--- src/rtl/multicycle_control.sv ---
// Multicycle MIPS sequencing FSM: per-state datapath controls, a memory-ready
// handshake, a retired-instruction counter and a sticky illegal-opcode flag.
module multicycle_control #(
    parameter int RETIRE_WIDTH = 32
) (
    input  logic                    clk,
    input  logic                    reset,
    input  logic [5:0]              opcode,
    input  logic                    memReady,
    output logic                    pcWrite,
    output logic                    pcWriteCond,
    output logic                    instrOrData,
    output logic                    memReadEnable,
    output logic                    enableWriteToDataMemory,
    output logic                    irWrite,
    output logic                    writeRegFromMem,
    output logic                    writeRegAddressSource,
    output logic                    writeRegEnable,
    output logic                    aluSrcA,
    output logic [1:0]              aluSrcB,
    output logic [1:0]              aluInstruct,
    output logic [1:0]              pcSource,
    output logic [3:0]              state,
    output logic                    illegalOpcode,
    output logic [RETIRE_WIDTH-1:0] retiredCount
);

    typedef enum logic [3:0] {
        S_FETCH    = 4'd0,
        S_DECODE   = 4'd1,
        S_MEMADR   = 4'd2,
        S_MEMREAD  = 4'd3,
        S_MEMWB    = 4'd4,
        S_MEMWRITE = 4'd5,
        S_EXECUTE  = 4'd6,
        S_ALUWB    = 4'd7,
        S_BRANCH   = 4'd8,
        S_ADDIEX   = 4'd9,
        S_ADDIWB   = 4'd10,
        S_JUMP     = 4'd11
    } state_t;

    localparam logic [5:0] OP_R    = 6'b000000;
    localparam logic [5:0] OP_LW   = 6'b100011;
    localparam logic [5:0] OP_SW   = 6'b101011;
    localparam logic [5:0] OP_BEQ  = 6'b000100;
    localparam logic [5:0] OP_ADDI = 6'b001000;
    localparam logic [5:0] OP_J    = 6'b000010;

    state_t                  state_q, state_d;
    logic                    is_sw_q, is_sw_d;
    logic                    illegal_q, illegal_d;
    logic [RETIRE_WIDTH-1:0] retired_q;
    logic                    retire;

    always_ff @(posedge clk) begin
        if (reset) begin
            state_q   <= S_FETCH;
            is_sw_q   <= 1'b0;
            illegal_q <= 1'b0;
            retired_q <= '0;
        end else begin
            state_q   <= state_d;
            is_sw_q   <= is_sw_d;
            illegal_q <= illegal_d;
            retired_q <= retired_q + {{(RETIRE_WIDTH-1){1'b0}}, retire};
        end
    end

    always_comb begin
        state_d                 = S_FETCH;
        is_sw_d                 = is_sw_q;
        illegal_d               = illegal_q;
        retire                  = 1'b0;
        pcWrite                 = 1'b0;
        pcWriteCond             = 1'b0;
        instrOrData             = 1'b0;
        memReadEnable           = 1'b0;
        enableWriteToDataMemory = 1'b0;
        irWrite                 = 1'b0;
        writeRegFromMem         = 1'b0;
        writeRegAddressSource   = 1'b0;
        writeRegEnable          = 1'b0;
        aluSrcA                 = 1'b0;
        aluSrcB                 = 2'b00;
        aluInstruct             = 2'b00;
        pcSource                = 2'b00;
        case (state_q)
            S_FETCH: begin
                memReadEnable = 1'b1;
                aluSrcB       = 2'b01;
                irWrite       = memReady;
                pcWrite       = memReady;
                state_d       = memReady ? S_DECODE : S_FETCH;
            end
            S_DECODE: begin
                aluSrcB = 2'b11;
                case (opcode)
                    OP_R:    state_d = S_EXECUTE;
                    OP_LW: begin
                        state_d = S_MEMADR;
                        is_sw_d = 1'b0;
                    end
                    OP_SW: begin
                        state_d = S_MEMADR;
                        is_sw_d = 1'b1;
                    end
                    OP_BEQ:  state_d = S_BRANCH;
                    OP_ADDI: state_d = S_ADDIEX;
                    OP_J:    state_d = S_JUMP;
                    default: begin
                        state_d   = S_FETCH;
                        illegal_d = 1'b1;
                    end
                endcase
            end
            S_MEMADR: begin
                aluSrcA = 1'b1;
                aluSrcB = 2'b10;
                state_d = is_sw_q ? S_MEMWRITE : S_MEMREAD;
            end
            S_MEMREAD: begin
                memReadEnable = 1'b1;
                instrOrData   = 1'b1;
                state_d       = memReady ? S_MEMWB : S_MEMREAD;
            end
            S_MEMWB: begin
                writeRegEnable  = 1'b1;
                writeRegFromMem = 1'b1;
                retire          = 1'b1;
            end
            S_MEMWRITE: begin
                enableWriteToDataMemory = 1'b1;
                instrOrData             = 1'b1;
                retire                  = memReady;
                state_d = memReady ? S_FETCH : S_MEMWRITE;
            end
            S_EXECUTE: begin
                aluSrcA     = 1'b1;
                aluInstruct = 2'b10;
                state_d     = S_ALUWB;
            end
            S_ALUWB: begin
                writeRegEnable        = 1'b1;
                writeRegAddressSource = 1'b1;
                retire                = 1'b1;
            end
            S_BRANCH: begin
                aluSrcA     = 1'b1;
                aluInstruct = 2'b01;
                pcWriteCond = 1'b1;
                pcSource    = 2'b01;
                retire      = 1'b1;
            end
            S_ADDIEX: begin
                aluSrcA     = 1'b1;
                aluSrcB     = 2'b10;
                aluInstruct = 2'b11;
                state_d     = S_ADDIWB;
            end
            S_ADDIWB: begin
                writeRegEnable = 1'b1;
                retire         = 1'b1;
            end
            S_JUMP: begin
                pcWrite  = 1'b1;
                pcSource = 2'b10;
                retire   = 1'b1;
            end
            default: state_d = S_FETCH;
        endcase
        // Reset abandons the instruction: no write, no retire, no memory access.
        if (reset) begin
            pcWrite                 = 1'b0;
            pcWriteCond             = 1'b0;
            irWrite                 = 1'b0;
            writeRegEnable          = 1'b0;
            memReadEnable           = 1'b0;
            enableWriteToDataMemory = 1'b0;
            retire                  = 1'b0;
        end
    end

    assign state         = state_q;
    assign illegalOpcode = illegal_q;
    assign retiredCount  = retired_q;

endmodule

--- config.mk ---
export PLATFORM = sky130hd
export DESIGN_NAME = multicycle_control
export DESIGN_NICKNAME = d
export VERILOG_FILES = /design/src/rtl/multicycle_control.sv
export SDC_FILE = /design/constraint.sdc
export NUM_CORES = 1
export LEC_CHECK = 0
export ABC_AREA = 0
export CAP_MARGIN = 20
export CORE_ASPECT_RATIO = 1.25
export CORE_MARGIN = 2
export CORE_UTILIZATION = 40
export CTS_CLUSTER_DIAMETER = 80
export DETAILED_ROUTE_END_ITERATION = 8
export DONT_BUFFER_PORTS = 1
export GPL_ROUTABILITY_DRIVEN = 0
export HOLD_SLACK_MARGIN = 0.15
export PLACE_DENSITY_LB_ADDON = 0.12
export SLEW_MARGIN = 20
export SYNTH_ARGS = -nofsm -noshare
export SYNTH_HDL_FRONTEND = slang
export SYNTH_SLANG_ARGS = --single-unit
--- constraint.sdc ---
create_clock -name clk -period 3.6 [get_ports clk]
set_input_delay 0.72 -clock clk [delete_from_list [all_inputs] [get_ports clk]]
set_output_delay 0.72 -clock clk [all_outputs]
set_load 0.005 [all_outputs]
# After elaboration in Yosys (flattened, before gate mapping)
# Cells that the tools add are included.
totals:
  output_inout_bits: 53
  ff_bits: 38
  inputBits: 9
  elab_cells: 63
classes:
  addsub: 1
  n_eq_ne: 16
  n_reduce_logical: 13
  n_mux: 28
  n_bitwise: 1
ops:
  columns: ["op", "count"]
  rows:
  - ["$add 32x1->32", 1]
  - ["$pmux 4 s7", 1]
  - ["$pmux 4 s5", 1]
  - ["$mux 1", 17]
  - ["$eq 4x3->1 const B", 4]
  - ["$eq 4x4->1 const B", 4]
  - ["$eq 6x6->1 const B", 2]
  - ["$pmux 2 s3", 2]
  - ["$mux 3", 3]
  - ["$eq 4x2->1 const B", 2]
  - ["$reduce_or 2->1", 4]
  - ["$eq 6x2->1 const B", 1]
  - ["$eq 6x3->1 const B", 1]
  - ["$eq 6x4->1 const B", 1]
  - ["$logic_not 6->1", 1]
  - ["$pmux 1 s2", 3]
  - ["$reduce_or 6->1", 1]
  - ["$reduce_or 5->1", 1]
  - ["$eq 4x1->1 const B", 1]
  - ["$logic_not 4->1", 1]
  - ["$pmux 2 s2", 1]
  - ["$reduce_and 2->1", 2]
  - ["$reduce_or 4->1", 1]
  - ["$reduce_or 3->1", 1]
  - ["other kinds (2)", 2]

# Longest topological paths before layout
logic_depth:
  ltp_word: 5
  ltp_mapped: 12
  mapped_depth_nobuf: 9

# Worst setup path before layout
# Ideal clock, no wire load.
synth_path:
  path_type: "register to register"
  from: "reg state_q[1] (netlist: state[1])"
  to: "reg retired_q[22] (netlist: retiredCount[22])"
  stages_incl_launch_ff: 13
  path_slack_ns: 0.619
  n_path_buf: 3
  setup_ns: 0.070
  period_less_slack_ns: 2.981
  required_ns: 3.530
  t_arrival_ns: 2.911
  path_cell_list: "dfxtp_1 clkbuf_1 nand2b_1 clkbuf_1 a21oi_1 nor4_1 ha_1 ha_1 nand3_1 or4_1 clkbuf_2 or3_1 a21oi_1"
synth_via:
  elab_chain_len: 5
  word_cells_on_any_way: 10
  cone_classes: "add/sub (1); eq/ne (6); mux (2); reduce/logical (1)"
synth_lines:
  columns: ["element", "line", "source"]
  rows:
  - ["from (decl)", "50", "state_t state_q, state_d;"]
  - ["from (signal assigned)", "63", "state_q <= state_d;"]
  - ["$eq 4x4->1 or $eq 4x3->1 (tied branches)", "88", "case (state_q)"]
  - ["$reduce_or 5->1 (no source line)", null, null]
  - ["$pmux 1 s2 *", "88", null]
  - ["$mux 1 *", "173", "if (reset) begin"]
  - ["$add 32x1->32 *", "66", "retired_q <= retired_q + {{(RETIRE_WIDTH-1){1'b0}}, retire};"]
  - ["to (signal assigned)", "66", null]
  - ["to (decl)", "53", "logic [RETIRE_WIDTH-1:0] retired_q;"]
# Mark *: on every way between the ends. The rest lies on a longest branch, timed or not.
# A chain may end at the register's enable or synchronous reset.

# Worst setup path after layout
layout_path:
  from: "reg state_q[0] (netlist: state[0])"
  to: "reg retired_q[26] (netlist: retiredCount[26])"
# Same word-level chain as after synthesis.

==> results.json <==
{
  "leakage_nw": 0.6958,
  "grt_overflow": 0,
  "area_delta_synth_final_pct": 5.619,
  "wl_um": 4970,
  "reg2reg_from": "state[0]$_SDFF_PP0_",
  "maxCapViolCount": 0,
  "grt-busiest-layer": "met2",
  "finish.instance_area_um2": 2187,
  "required_ps": 3810,
  "clockRootBuffer": "clkbuf_8",
  "core_area_um2": 5044,
  "synth.area.top_cells": "dfxtp_1, a21oi_1, nor2_1, xor2_1, o21ai_0",
  "syn_nets": 267,
  "ios": 62,
  "drive_gt1_share_pct": 8.333,
  "num_rows": 29,
  "cts_tree": "yes",
  "cp_max_fo": 11,
  "cts_buffer_depth": 2,
  "power.switching_w": 0.0001564,
  "drv_slew": 0,
  "seqPwrFrac_pct": 57.5,
  "use_met2_pct": 30.01,
  "swShare_pct": 21.16,
  "crit_end": "retiredCount[26]$_SDFF_PP0_",
  "num_vias": 1807,
  "grt_max_degree": 42,
  "clkPwrFrac_pct": 38.8,
  "path_clk_slew_ps": 70,
  "path_cells": "nor2b_1 -> o21a_1 -> nor4_1 -> ha_1 -> ha_1 -> nand3_1 -> or4_1 -> or4_1 -> a21oi_1",
  "cts_setup_buffers": 0,
  "ys_warn_count": 0,
  "synthArstFlopShare_pct": 0,
  "period_needed_ps": 3210,
  "antenna_found_initial": 0,
  "syn_inst": 256,
  "dpl_cell_area_um2": 2105,
  "worst-endpoint-arrival_ps": 3420,
  "synth_area_leader_cell": "dfxtp_1",
  "rrSetupSlack_ps": 390,
  "portBuffers": 0,
  "synth_edf_count": 0,
  "final-hold-violation-count": 0,
  "cts_made_buffers": 5,
  "powerDensity_nw_per_um2": 337.9,
  "crit_slowest_cell": "or4_1",
  "status": "finished, final reports clean",
  "grt_pass1_wl_um": 8217,
  "internal_power_w": 0.0005827,
  "dieArea_um2": 5772,
  "r2r.worst_path.cells": 9,
  "worst_slew_pin_slew_ps": 534.8,
  "most-common-layout-cells": "dfxtp_1, nor2_1, a21oi_1",
  "hold_class": "flop to flop",
  "peakVddDrop_uv": 150.8,
  "clk_latency_ps": 280,
  "synth_seq_cells": 38,
  "clock_sinks": 38,
  "track_usage_pct": 18.17,
  "synth_cell_types": 47,
  "power_frac_comb_pct": 3.7,
  "htree_levels": 2,
  "grtUsageMet1_pct": 21.77,
  "setup.worst_path.class": "flop to flop",
  "dr.pass1.iters": 6,
  "yosys.area.top_type_share_pct": 36.74,
  "grt_pass1_vias": 1756,
  "final_nets": 264,
  "diodes": 0,
  "start_util_pct": 41.06,
  "final_antenna_net_count": 0,
  "routedWlPerCell_um": 15.83,
  "end_kind": "flop",
  "viasPerCell": 5.755,
  "fp.dieW_um": 68.36,
  "worst_clock_skew_ps": 5.528,
  "dp_hpwl_um": 3591,
  "fmax_mhz": 311.5,
  "slowest_delay_ps": 720,
  "die_h_um": 84.45,
  "post-route-period-util_pct": 89.17,
  "rsz0062_at_grt": "false",
  "final_common_cell": "dfxtp_1",
  "cp-start-kind": "flop",
  "r2r-end": "retiredCount[26]$_SDFF_PP0_",
  "met3_usage_pct": 7.507,
  "slew_headroom_pct": 63.84,
  "seq_area_frac_synth_pct": 36.74,
  "drc": 0,
  "setup_tns_ps": 0,
  "crit_start": "state[0]$_SDFF_PP0_",
  "setup_viol": 0,
  "syn_avg_cell_area_um2": 8.089,
  "syn_area_um2": 2071,
  "hold_buffers": 0,
  "ys.flop_type": "dfxtp_1",
  "first_iter_violations": 114,
  "cts_resized": 0
}
==> kinds of logic (layout without fill, tap and decap cells) <==
group	count (synthesis)	in the layout	share of synthesized area, %
compound gates	55	55	15.23
xor+xnor	15	15	6.345
fa+ha+maj	2	2	1.208
buf+inv	19	15	4.652
flops	38	38	36.74
mux	1	1	0.5438
simple gates	126	126	35.29
==> per-layer routing <==
metal / share of wire [%] / wire length, um
met5: 0 / 0
met4: 0.46 / 23
met3: 7.6 / 377
met2: 49 / 2457
met1: 42 / 2112
==> sequential cells by signal, indices dropped and copies added, names as in the netlist <==
register / flops
illegalOpcode: 1
retiredCount: 32
state: 4
is_sw_q: 1
==> critical path, delay by kind of cell, from the launching register on <==
family,cells,cell delay [ps]
AND/OR/NAND/NOR,5,1810
AO/OA/AOI/OAI,2,320
adder cells (fa/ha/maj),2,490
flip-flops,1,510
==> area by class of cell <==
type / count / area [um^2]
Clock buffer: 6 / 82.58
Tap cell: 62 / 77.57
Sequential cell: 38 / 760.7
Multi-Input combinational cell: 199 / 1214
Fill cell: 530 / 2856
Timing Repair Buffer: 5 / 37.54
Inverter: 4 / 15.01
==> power groups by stage <==
| stage | clock, W | sequential, W | combinational, W |
|---|---|---|---|
| 2_1_floorplan | 0 | 0.000434 | 0.0000289 |
| 3_3_place_gp | 0 | 0.000435 | 0.0000277 |
| 3_5_place_dp | 0 | 0.000435 | 0.0000275 |
| 4_1_cts | 0.000300 | 0.000425 | 0.0000276 |
| 5_1_grt | 0.000315 | 0.000425 | 0.0000312 |
| 6_report | 0.000287 | 0.000425 | 0.0000274 |
==> Yosys cell counts (2+ instances only) <==
cell and n:
o21ai_0 15, xor2_1 9, nor3_1 9, nand2b_1 5, and2_1 2, and3_1 3, or4_1 6, nor2b_1 6
nand4_1 9, or3_2 2, a21oi_1 24, and4_1 3, ha_1 2, or3_1 9, xnor2_1 6, a21o_1 2
or3b_2 3, a31oi_1 2, inv_1 4, nor3b_1 3, nor4_1 5, nand3_1 14, nor2_1 24, dfxtp_1 38
clkbuf_1 10, nand2_1 14, buf_6 3, o31ai_1 5
==> worst min-delay path by stage <==
| stage | from | to | slack [ps] | cells after the start |
|---|---|---|---|---|
| 4_1_cts | is_sw_q$_SDFFE_PP0P_ | is_sw_q$_SDFFE_PP0P_ | 470 | 2 |
| 2_1_floorplan | is_sw_q$_SDFFE_PP0P_ | is_sw_q$_SDFFE_PP0P_ | 430 | 2 |
| 6_report | is_sw_q$_SDFFE_PP0P_ | is_sw_q$_SDFFE_PP0P_ | 470 | 2 |
| 3_5_place_dp | is_sw_q$_SDFFE_PP0P_ | is_sw_q$_SDFFE_PP0P_ | 460 | 2 |
| 3_3_place_gp | is_sw_q$_SDFFE_PP0P_ | is_sw_q$_SDFFE_PP0P_ | 470 | 2 |
| 5_1_grt | reset | retiredCount[25]$_SDFF_PP0_ | 490 | 1 |
==> metrics by stage <==
stage               hold slack (ps)  std cells  utilization [%]   power, W  worst slack (ps)
detailed placement            463.1        308            41.73  0.0004623             356.7
global route                  486.1        314            43.36  0.0007709             167.8
CTS                           473.0        314            43.36  0.0007528             322.3
finish                        471.8        314            43.36  0.0007391             389.8
floorplan                     433.1        256                -  0.0004625             618.5
global placement              467.5        308            41.73  0.0004624             381.7
Power figures use the tool's default switching activity.
